## src/rtl/dmux_dispatch.sv

```systemverilog
// Dispatcher feeding the 1-to-4 demux: buffers {dest, data} beats in a small FIFO
// and issues one registered beat per cycle unless the head's channel is busy.
module dmux_dispatch #(
  parameter int W     = 4,
  parameter int DEPTH = 4
) (
  input  logic                     clk,
  input  logic                     rst,
  input  logic                     in_valid,
  output logic                     in_ready,
  input  logic [W-1:0]             in_data,
  input  logic [1:0]               in_dest,
  input  logic                     rr_mode,
  input  logic [3:0]               chan_busy,
  output logic [W-1:0]             out_data,
  output logic [1:0]               out_sel,
  output logic                     out_valid,
  output logic [$clog2(DEPTH):0]   level
);

  localparam int AW = $clog2(DEPTH);
  localparam int LW = AW + 1;
  localparam int EW = W + 2;

  logic [EW-1:0] mem_q [DEPTH];
  logic [AW-1:0] wr_ptr_q, wr_ptr_d;
  logic [AW-1:0] rd_ptr_q, rd_ptr_d;
  logic [LW-1:0] level_q, level_d;
  logic [1:0]    rr_q, rr_d;
  logic [W-1:0]  out_data_q, out_data_d;
  logic [1:0]    out_sel_q, out_sel_d;
  logic          out_valid_q, out_valid_d;

  logic          full_s;
  logic          empty_s;
  logic          push_s;
  logic          pop_s;
  logic [EW-1:0] head_s;
  logic [1:0]    dest_s;

  // Handshake, pop decision and next-state computation.
  always_comb begin
    full_s      = (level_q == LW'(DEPTH));
    empty_s     = (level_q == {LW{1'b0}});
    in_ready    = !rst && !full_s;
    push_s      = in_valid && in_ready;
    head_s      = mem_q[rd_ptr_q];
    pop_s       = !empty_s && !chan_busy[head_s[EW-1:W]];

    wr_ptr_d    = wr_ptr_q;
    rd_ptr_d    = rd_ptr_q;
    level_d     = level_q;
    rr_d        = rr_q;
    out_data_d  = out_data_q;
    out_sel_d   = out_sel_q;
    out_valid_d = 1'b0;

    // Round-robin pointer only moves on beats accepted in round-robin mode.
    if (rr_mode) begin
      dest_s = rr_q;
    end else begin
      dest_s = in_dest;
    end

    if (push_s) begin
      wr_ptr_d = wr_ptr_q + AW'(1);
      if (rr_mode) begin
        rr_d = rr_q + 2'd1;
      end else begin
        rr_d = rr_q;
      end
    end else begin
      wr_ptr_d = wr_ptr_q;
    end

    if (pop_s) begin
      rd_ptr_d    = rd_ptr_q + AW'(1);
      out_data_d  = head_s[W-1:0];
      out_sel_d   = head_s[EW-1:W];
      out_valid_d = 1'b1;
    end else begin
      rd_ptr_d    = rd_ptr_q;
    end

    case ({push_s, pop_s})
      2'b10:   level_d = level_q + LW'(1);
      2'b01:   level_d = level_q - LW'(1);
      default: level_d = level_q;
    endcase
  end

  // Control state and registered demux outputs.
  always_ff @(posedge clk) begin
    if (rst) begin
      wr_ptr_q    <= {AW{1'b0}};
      rd_ptr_q    <= {AW{1'b0}};
      level_q     <= {LW{1'b0}};
      rr_q        <= 2'd0;
      out_data_q  <= {W{1'b0}};
      out_sel_q   <= 2'd0;
      out_valid_q <= 1'b0;
    end else begin
      wr_ptr_q    <= wr_ptr_d;
      rd_ptr_q    <= rd_ptr_d;
      level_q     <= level_d;
      rr_q        <= rr_d;
      out_data_q  <= out_data_d;
      out_sel_q   <= out_sel_d;
      out_valid_q <= out_valid_d;
    end
  end

  // FIFO storage; push is already blocked during reset.
  always_ff @(posedge clk) begin
    if (push_s) begin
      mem_q[wr_ptr_q] <= {dest_s, in_data};
    end
  end

  assign out_data  = out_data_q;
  assign out_sel   = out_sel_q;
  assign out_valid = out_valid_q;
  assign level     = level_q;

endmodule

```

## config.mk

```make
export PLATFORM = sky130hd
export DESIGN_NAME = dmux_dispatch
export DESIGN_NICKNAME = d
export VERILOG_FILES = /design/src/rtl/dmux_dispatch.sv
export SDC_FILE = /design/constraint.sdc
export NUM_CORES = 1
export LEC_CHECK = 0
export CAP_MARGIN = 40
export CORE_MARGIN = 2
export CORE_UTILIZATION = 56
export CTS_BUF_LIST = sky130_fd_sc_hd__clkbuf_2
export CTS_CLUSTER_SIZE = 28
export DETAILED_ROUTE_END_ITERATION = 7
export GPL_TIMING_DRIVEN = 0
export PLACE_DENSITY = 0.85
export SYNTH_ARGS = -nofsm -noshare
export SYNTH_HDL_FRONTEND = slang
export SYNTH_SLANG_ARGS = --single-unit
export TNS_END_PERCENT = 50
```

## constraint.sdc

```tcl
create_clock -name clk -period 3.35 [get_ports clk]
set_input_delay 0.67 -clock clk [delete_from_list [all_inputs] [get_ports clk]]
set_output_delay 0.67 -clock clk [all_outputs]
set_load 0.03 [all_outputs]
```

Word level (Yosys, flattened, before mapping)
Memories as Yosys holds them, arrays and structs flattened. A register that Yosys moved wholly into a read port is not among the register bits.
Cells that the tools add are included.
Word-level totals
  register bits: 16
  RAM bits: 24
  bits of input ports: 14
  output and inout bits: 11
  logic and storage cells: 36
  memories kept: 1
Cells by class
  add/sub/neg operators: 5
  $lt $le $gt $ge: 1
  equal/unequal tests: 3
  muxes and demuxes: 9
  reductions and logical operators: 10
Memories
  mem_q: words 4, bits a word 6, read ports 1, clocked after memory_dff 1, wr ports 1, RTL line 25  | logic [EW-1:0] mem_q [DEPTH];
Operator list (count)
  adder 2 x 1 -> 2 bit (second input constant): 3
  2-to-1 mux 2 bit: 3
  one-hot mux 3 bit (2 select lines): 1
  zero test 1 bit: 4
  2-to-1 mux 1 bit: 4
  adder 3 x 1 -> 3 bit (second input constant): 1
  == test 3 bit (second input constant): 1
  logical AND 1 bit: 3
  zero test 3 bit: 1
  < comparator 2 x 3 -> 1 bit (second input constant): 1
  subtractor 3 x 1 -> 3 bit (second input constant): 1
  binary-select mux 1 bit (select 2 bit): 1
  == test 2 x 1 -> 1 bit (second input constant): 1
  == test 2 bit (second input constant): 1
  AND reduction 2 bit: 1
  nonzero test 2 bit: 1

Logic depth before layout (Yosys ltp)
Gate-level depths: netlist of run 1.
  word-level depth: 6
  depth in mapped cells: 10
  gate-level depth less buffers: 8

Worst setup path before layout of run 1
Ideal clock, no wire load.
  path type: register to register
  start point: reg with a tool-made name
  end point: reg level_q[2] (netlist: level[2])
  data arrival time: 2.760 ns
  required time: 3.255 ns
  slack: 0.494 ns
  stages on the path, launching flop included: 11
  period minus slack after synthesis: 2.856 ns
  path through: dfxtp_1 -> buf_6 -> mux4_2 -> mux2i_2 -> a22oi_2 -> buf_4 -> nor2_1 -> fa_1 -> nor2_1 -> or4b_1 -> o311ai_1
RTL lines
  end signal, assigned: RTL line 97  | level_q <= {LW{1'b0}};
  end signal, assigned: RTL line 105  | level_q <= level_d;
  end, declared: RTL line 28  | logic [LW-1:0] level_q, level_d;

==> results of run 1 <==
-- synth_stat cells, drive strengths merged, types with 3 or more instances --
cell and instances:
edfxtp 24, clkbuf 3, and2 5, or4b 3
mux2i 7, o21ai 3, ha 4, dfxtp 18
inv 4, a21oi 4, mux4 6, nor2 17
-- sequential cells by signal, indices dropped and copies added (netlist names), named ones only --
name	cells
rr_q	2
out_data	4
rd_ptr_q	2
mem_q	24
out_valid	1
wr_ptr_q	2
level	3
out_sel	2
-- routing by layer --
metal	vias to the layer above	part of all wire, %	GRT usage, %
li1	524	-	-
met1	523	42	21.38
met2	24	51	32.76
met3	6	5.1	9.091
met4	0	1.6	8.571
met5	-	0	0
-- path summary, 6_finish.rpt --
kind,from,to,slack [ps]
min,out_sel[1],out_sel[1],520
max,flip-flop,level[2],170
max reg2reg,flip-flop,level[2],170
min reg2reg,out_sel[1],out_sel[1],520
-- cells by family (layout without fill, tap and decap cells) --
| group | Yosys count | after routing | share of synthesized area [%] |
|---|---|---|---|
| flip-flops | 42 | 42 | 61.23 |
| AND/OR/NAND/NOR | 36 | 36 | 10.84 |
| multiplexers | 15 | 15 | 13.11 |
| AO/OA/AOI/OAI | 13 | 13 | 4.961 |
| buffers and inverters | 9 | 41 | 2.551 |
| adder cells (fa/ha/maj) | 5 | 5 | 3.969 |
| XOR/XNOR | 5 | 5 | 3.331 |
-- layout make-up --
type	instances	area share, %
repair buffers	24	11.43
well taps	44	2.619
clock inverters	3	0.7738
inverters	4	0.7143
plain buffers	5	1.429
flip-flops and latches	42	51.43
multi-input cells	74	30.42
clock buffers	5	1.190
-- critical path, cell delays in order (launching register included) --
cell and delay [ps]:
dfxtp_1 390, buf_6 150, mux4_2 560, mux2i_2 190
a22oi_2 380, buf_4 270, nor2_1 70, fa_1 420
nor2_1 150, or4b_1 440, o311ai_1 80
-- through the flow --
stage	total power, mW	cells	TNS, ps
floorplan	1.053	125	0
global placement	1.193	193	-80.95
detailed placement	1.218	193	-269.7
CTS	1.423	201	0
global route	1.495	201	0
finish	1.412	201	0
-- power groups by stage --
| stage | Clock, mW | Sequential (mW) | Combinational (mW) |
|---|---|---|---|
| floorplan | 0 | 0.741 | 0.313 |
| global placement | 0 | 0.672 | 0.520 |
| global route | 0.236 | 0.675 | 0.585 |
| CTS | 0.214 | 0.667 | 0.542 |
| detailed placement | 0 | 0.680 | 0.539 |
| finish | 0.206 | 0.667 | 0.539 |
==> impl_metrics.env, run 1 <==
export IMPL_fin_ws_ps=166.9
export IMPL_peakVddDrop_mv=0.2991
export IMPL_synthCells=125
export IMPL_core_area_um2=3028
export IMPL_maxSlewViolCount=0
export IMPL_p_clk_share_pct=14.6
export IMPL_post_route_util_pct=69.42
export IMPL_drc=0
export IMPL_final_layout_size_suffix_gt1_share_pct=12.10
export IMPL_root_buffer="clkbuf_2"
export IMPL_synth_top_cell_area_share_pct=40.82
export IMPL_grt_setup_unrepaired="no"
export IMPL_routed_wirelength_um=3011
export IMPL_grt_pass1_wl_um=4843
export IMPL_io_buffers=24
export IMPL_final_fill_count=212
export IMPL_p_sw_mw=0.4878
export IMPL_die_h_um=60.15
export IMPL_yosysTopAreaCell="edfxtp_1"
export IMPL_worst_ep_required_time_ps=3690
export IMPL_synth_edf_count=24
export IMPL_ys_ff_latch=42
export IMPL_grt_start_max_net_pins=14
export IMPL_drtIter0Drc=63
export IMPL_antenna_left=0
export IMPL_multiInputGateArea_um2=639.4
export IMPL_leakage_nw=0.7590
export IMPL_run_status="finished, final reports clean"
export IMPL_start_kind="flip-flop"
export IMPL_cts_setup_buffers=0
export IMPL_grt_usage_pct=19.67
export IMPL_crit_arrival_ps=3520
export IMPL_avgRoutedWirePerCell_um=14.98
export IMPL_seq_area_um2=1081
export IMPL_grt_pass1_vias=1090
export IMPL_setup_violations=0
export IMPL_clk_latency_ps=410
export IMPL_seqPwrFrac_pct=47.3
export IMPL_htreeDepth=2
export IMPL_hold_depth=2
export IMPL_clock_sinks=42
export IMPL_finalHoldViolCount=0
export IMPL_synth_area_leaders="edfxtp_1, dfxtp_1, mux4_2"
export IMPL_worstSetupPathType="reg -> reg"
export IMPL_cts_resized=0
export IMPL_die_x_um=60.15
export IMPL_end_kind="flip-flop"
export IMPL_dieArea_um2=3617
export IMPL_worst_pin_slew_ps=717.1
export IMPL_ys_warn_count=0
export IMPL_hold_buffers=0
export IMPL_period_needed_ps=3183
export IMPL_ys_async_sr_fraction_pct=0
export IMPL_holdWs_ps=523.2
export IMPL_gp_congestion=0.7447
export IMPL_viasPerCell=5.358
export IMPL_netlist_cell_type_count=35
export IMPL_first_pass_iters=4
export IMPL_fmax_mhz=314.2
export IMPL_gr_total_overflow=0
export IMPL_cts_buffers=5
export IMPL_synth_yosys_seq_area_share_pct=61.23
export IMPL_synth_fp_nets=144
export IMPL_syn_to_final_growth_pct=19.06
export IMPL_hold_class="reg -> reg"
export IMPL_reg2reg_depth=10
export IMPL_nets=175
export IMPL_synth_ff_type="edfxtp_1"
export IMPL_internal_power_mw=0.9240
export IMPL_antenna_found_initial=0
export IMPL_post_route_period_util_pct=95.02
export IMPL_placed_area_um2=2061
export IMPL_synth_area_um2=1765
export IMPL_start_util_pct=58.31
export IMPL_max_slew_margin_pct=51.90
export IMPL_skew_ps=20.17
export IMPL_dpl_hpwl_um=2185
export IMPL_row_count=20
export IMPL_drv_cap=0
export IMPL_clk_pin_slew_ps=200
export IMPL_power_density_nw_per_um2=671.6
export IMPL_ios=25
export IMPL_tritoncts="done"
export IMPL_layout_common_cells="clkdlybuf4s50_1, edfxtp_1, dfxtp_1"
export IMPL_dr_total_vias=1077
export IMPL_preCtsSetupSlack_ps=-185.1
export IMPL_avgSynthCellArea_um2=14.12
export IMPL_clockBufferDepth=2
export IMPL_p_comb_share_pct=38.2
export IMPL_p_sw_share_pct=34.55
export IMPL_insertedDiodeCount=0
export IMPL_crit_fanout=10
export IMPL_design_area_um2=2102
No activity file was read; power rests on OpenSTA's default activity.
==> run 2, diff against run 1 <==
==> constraint.sdc (replaced) <==
create_clock -name clk -period 3 [get_ports clk]
set_input_delay 0.6 -clock clk [delete_from_list [all_inputs] [get_ports clk]]
set_output_delay 0.6 -clock clk [all_outputs]
set_load 0.03 [all_outputs]
==> run 2 against run 1 <==
Against the previous run:
- total power increased by 13%
- utilization up 0.58 points
- sequential cell count unchanged
- highest routed layer unchanged
- routed wire length decreased by 0.40%
- critical endpoint is now in_ready
- via count rose by 0.37%
- largest cell class unchanged
==> impl_metrics.env, run 2 (synthesis results as in run 1) <==
export IMPL_placed_area_um2=2061
export IMPL_die_h_um=60.15
export IMPL_dp_cells=193
export IMPL_max_slew_margin_pct=67.79
export IMPL_cts_buffers=5
export IMPL_setup_violations=0
export IMPL_start_kind="input port"
export IMPL_reg2reg_to="level[2]"
export IMPL_finalHoldViolCount=0
export IMPL_period_needed_ps=2890
export IMPL_design_area_um2=2120
export IMPL_dpl_hpwl_um=2185
export IMPL_hold_class="reg -> reg"
export IMPL_path_cells="clkdlybuf4s50_1, clkbuf_1, a21oi_1, clkdlybuf4s50_1"
export IMPL_layout_common_cells="clkdlybuf4s50_1, edfxtp_1, nor2_1, dfxtp_1"
export IMPL_worst_pin_slew_ps=483.1
export IMPL_insertedDiodeCount=0
export IMPL_grt_pass1_vias=1082
export IMPL_final_fill_count=207
export IMPL_p_sw_mw=0.5515
export IMPL_p_comb_share_pct=39.0
export IMPL_reg2reg_slack_ps=120
export IMPL_clk_latency_ps=410
export IMPL_setup_tns_ps=0
export IMPL_critPathLaunch="rst"
export IMPL_crit_arrival_ps=2290
export IMPL_drc=0
export IMPL_cp_top_family="buffers and inverters"
export IMPL_hold_path_startpoint="out_sel[1]"
export IMPL_ios=25
export IMPL_tritoncts="done"
export IMPL_crit_slowest_cell="clkdlybuf4s50_1"
export IMPL_row_count=20
export IMPL_run_status="finished, final reports clean"
export IMPL_largest_reg_flops=24
export IMPL_gr_total_overflow=0
export IMPL_worst_ep_required_time_ps=2400
export IMPL_clock_sinks=42
export IMPL_final_layout_size_suffix_gt1_share_pct=13.92
export IMPL_power_mw=1.599
export IMPL_drv_cap=0
export IMPL_worstSetupPathType="in -> out"
export IMPL_fmax_mhz=346.0
export IMPL_largest_register="mem_q"
export IMPL_reg2reg_depth=10
export IMPL_path_buf_inv=3
export IMPL_dr_total_vias=1081
export IMPL_drtIter0Drc=82
export IMPL_seqPwrFrac_pct=46.7
export IMPL_leakage_nw=0.7663
export IMPL_p_sw_share_pct=34.48
export IMPL_antenna_left=0
export IMPL_avgRoutedWirePerCell_um=14.85
export IMPL_end_kind="output pin"
export IMPL_post_route_period_util_pct=96.33
export IMPL_die_x_um=60.15
export IMPL_routed_wirelength_um=2999
export IMPL_p_clk_share_pct=14.4
export IMPL_maxSlewViolCount=0
export IMPL_grt_start_max_net_pins=14
export IMPL_crit_fanout=10
export IMPL_clk_pin_slew_ps=200
export IMPL_viasPerCell=5.351
export IMPL_final_cells=202
export IMPL_skew_ps=19.77
export IMPL_clockBufferDepth=2
export IMPL_internal_power_mw=1.048
export IMPL_hold_end="out_sel[1]"
export IMPL_root_buffer="clkbuf_2"
export IMPL_core_area_um2=3028
export IMPL_hold_depth=2
export IMPL_grt_pass1_wl_um=4871
export IMPL_grt_setup_unrepaired="no"
export IMPL_syn_to_final_growth_pct=20.06
export IMPL_gp_congestion=0.7447
export IMPL_io_buffers=24
export IMPL_nets=176
export IMPL_max_stage_delay_ps=610
export IMPL_antenna_found_initial=0
export IMPL_first_pass_iters=4
export IMPL_start_util_pct=58.31
export IMPL_dieArea_um2=3617
export IMPL_timing_critical_path_mode_cell="clkdlybuf4s50_1"
export IMPL_grt_usage_pct=19.81
export IMPL_power_density_nw_per_um2=754.6
export IMPL_htreeDepth=2
export IMPL_peakVddDrop_mv=0.3371
run 2: cell types whose count changed in the layout (fill, tap and decap cells not counted):
| cell | before | now |
|---|---|---|
| a211oi_1 | 1 | 0 |
| a211oi_2 | 0 | 1 |
| buf_6 | 1 | 2 |
| dfxtp_1 | 18 | 17 |
| dfxtp_2 | 0 | 1 |
run 2: layout make-up:
class	instances	area, µm²	area share [%]
plain buffers	5	33.78	1.594
clock buffers	5	25.02	1.181
clock inverters	3	16.27	0.7674
inverters	4	15.01	0.7084
multi-input cells	74	644.4	30.40
flip-flops and latches	42	1082	51.06
well taps	44	55.05	2.597
repair buffers	25	247.7	11.69
run 2: worst register-to-register path: stages (launching register included):
cell,delay (ps)
dfxtp_2,380
buf_6,140
mux4_2,560
and2_1,210
a22oi_2,190
buf_6,180
nor2_1,60
fa_1,420
nor2_1,150
or4b_1,440
o311ai_1,80
run 2: worst max path at each step:
| stage | to | slack [ps] | depth (start not counted) |
|---|---|---|---|
| after floorplan | level[2] | 140 | 10 |
| after global placement | level[2] | -360 | 9 |
| after detailed placement | level[2] | -470 | 9 |
| after CTS | level[2] | 60 | 10 |
| after global routing | level[2] | 8 | 10 |
| final | in_ready | 110 | 4 |
run 2: power groups by stage:
| stage | sequential, mW | clock (mW) | combinational [mW] |
|---|---|---|---|
| 2_1_floorplan | 0.827 | 0 | 0.349 |
| 3_3_place_gp | 0.751 | 0 | 0.581 |
| 3_5_place_dp | 0.759 | 0 | 0.602 |
| 4_1_cts | 0.746 | 0.239 | 0.619 |
| 5_1_grt | 0.756 | 0.263 | 0.673 |
| 6_report | 0.746 | 0.230 | 0.623 |
run 2: stage by stage:
stage / utilization, % / hold WS [ps] / worst slack (ps)
after floorplan: - / 473.6 / 144.2
after global placement: 68.06 / 472.9 / -361.0
after detailed placement: 68.06 / 481.9 / -465.1
after CTS: 69.83 / 524.1 / 60.43
after global routing: 70.00 / 540.3 / 7.946
final: 70.00 / 524.9 / 110.1
run 2: routing by layer:
layer,GRT usage [%],vias up,share of wire (%)
met3,9.091,8,5.5
li1,-,528,-
met1,22.09,517,42
met4,8.571,0,1.9
met2,32.45,28,51
met5,0,-,0
run 2: repair_timing:
item	4_1_cts	5_1_grt
pin swaps	1	0
endpoints found under the setup margin	2	1
buffers inserted	1	0
hold buffers	0	0
cloned	0	0
resized for setup	1	2
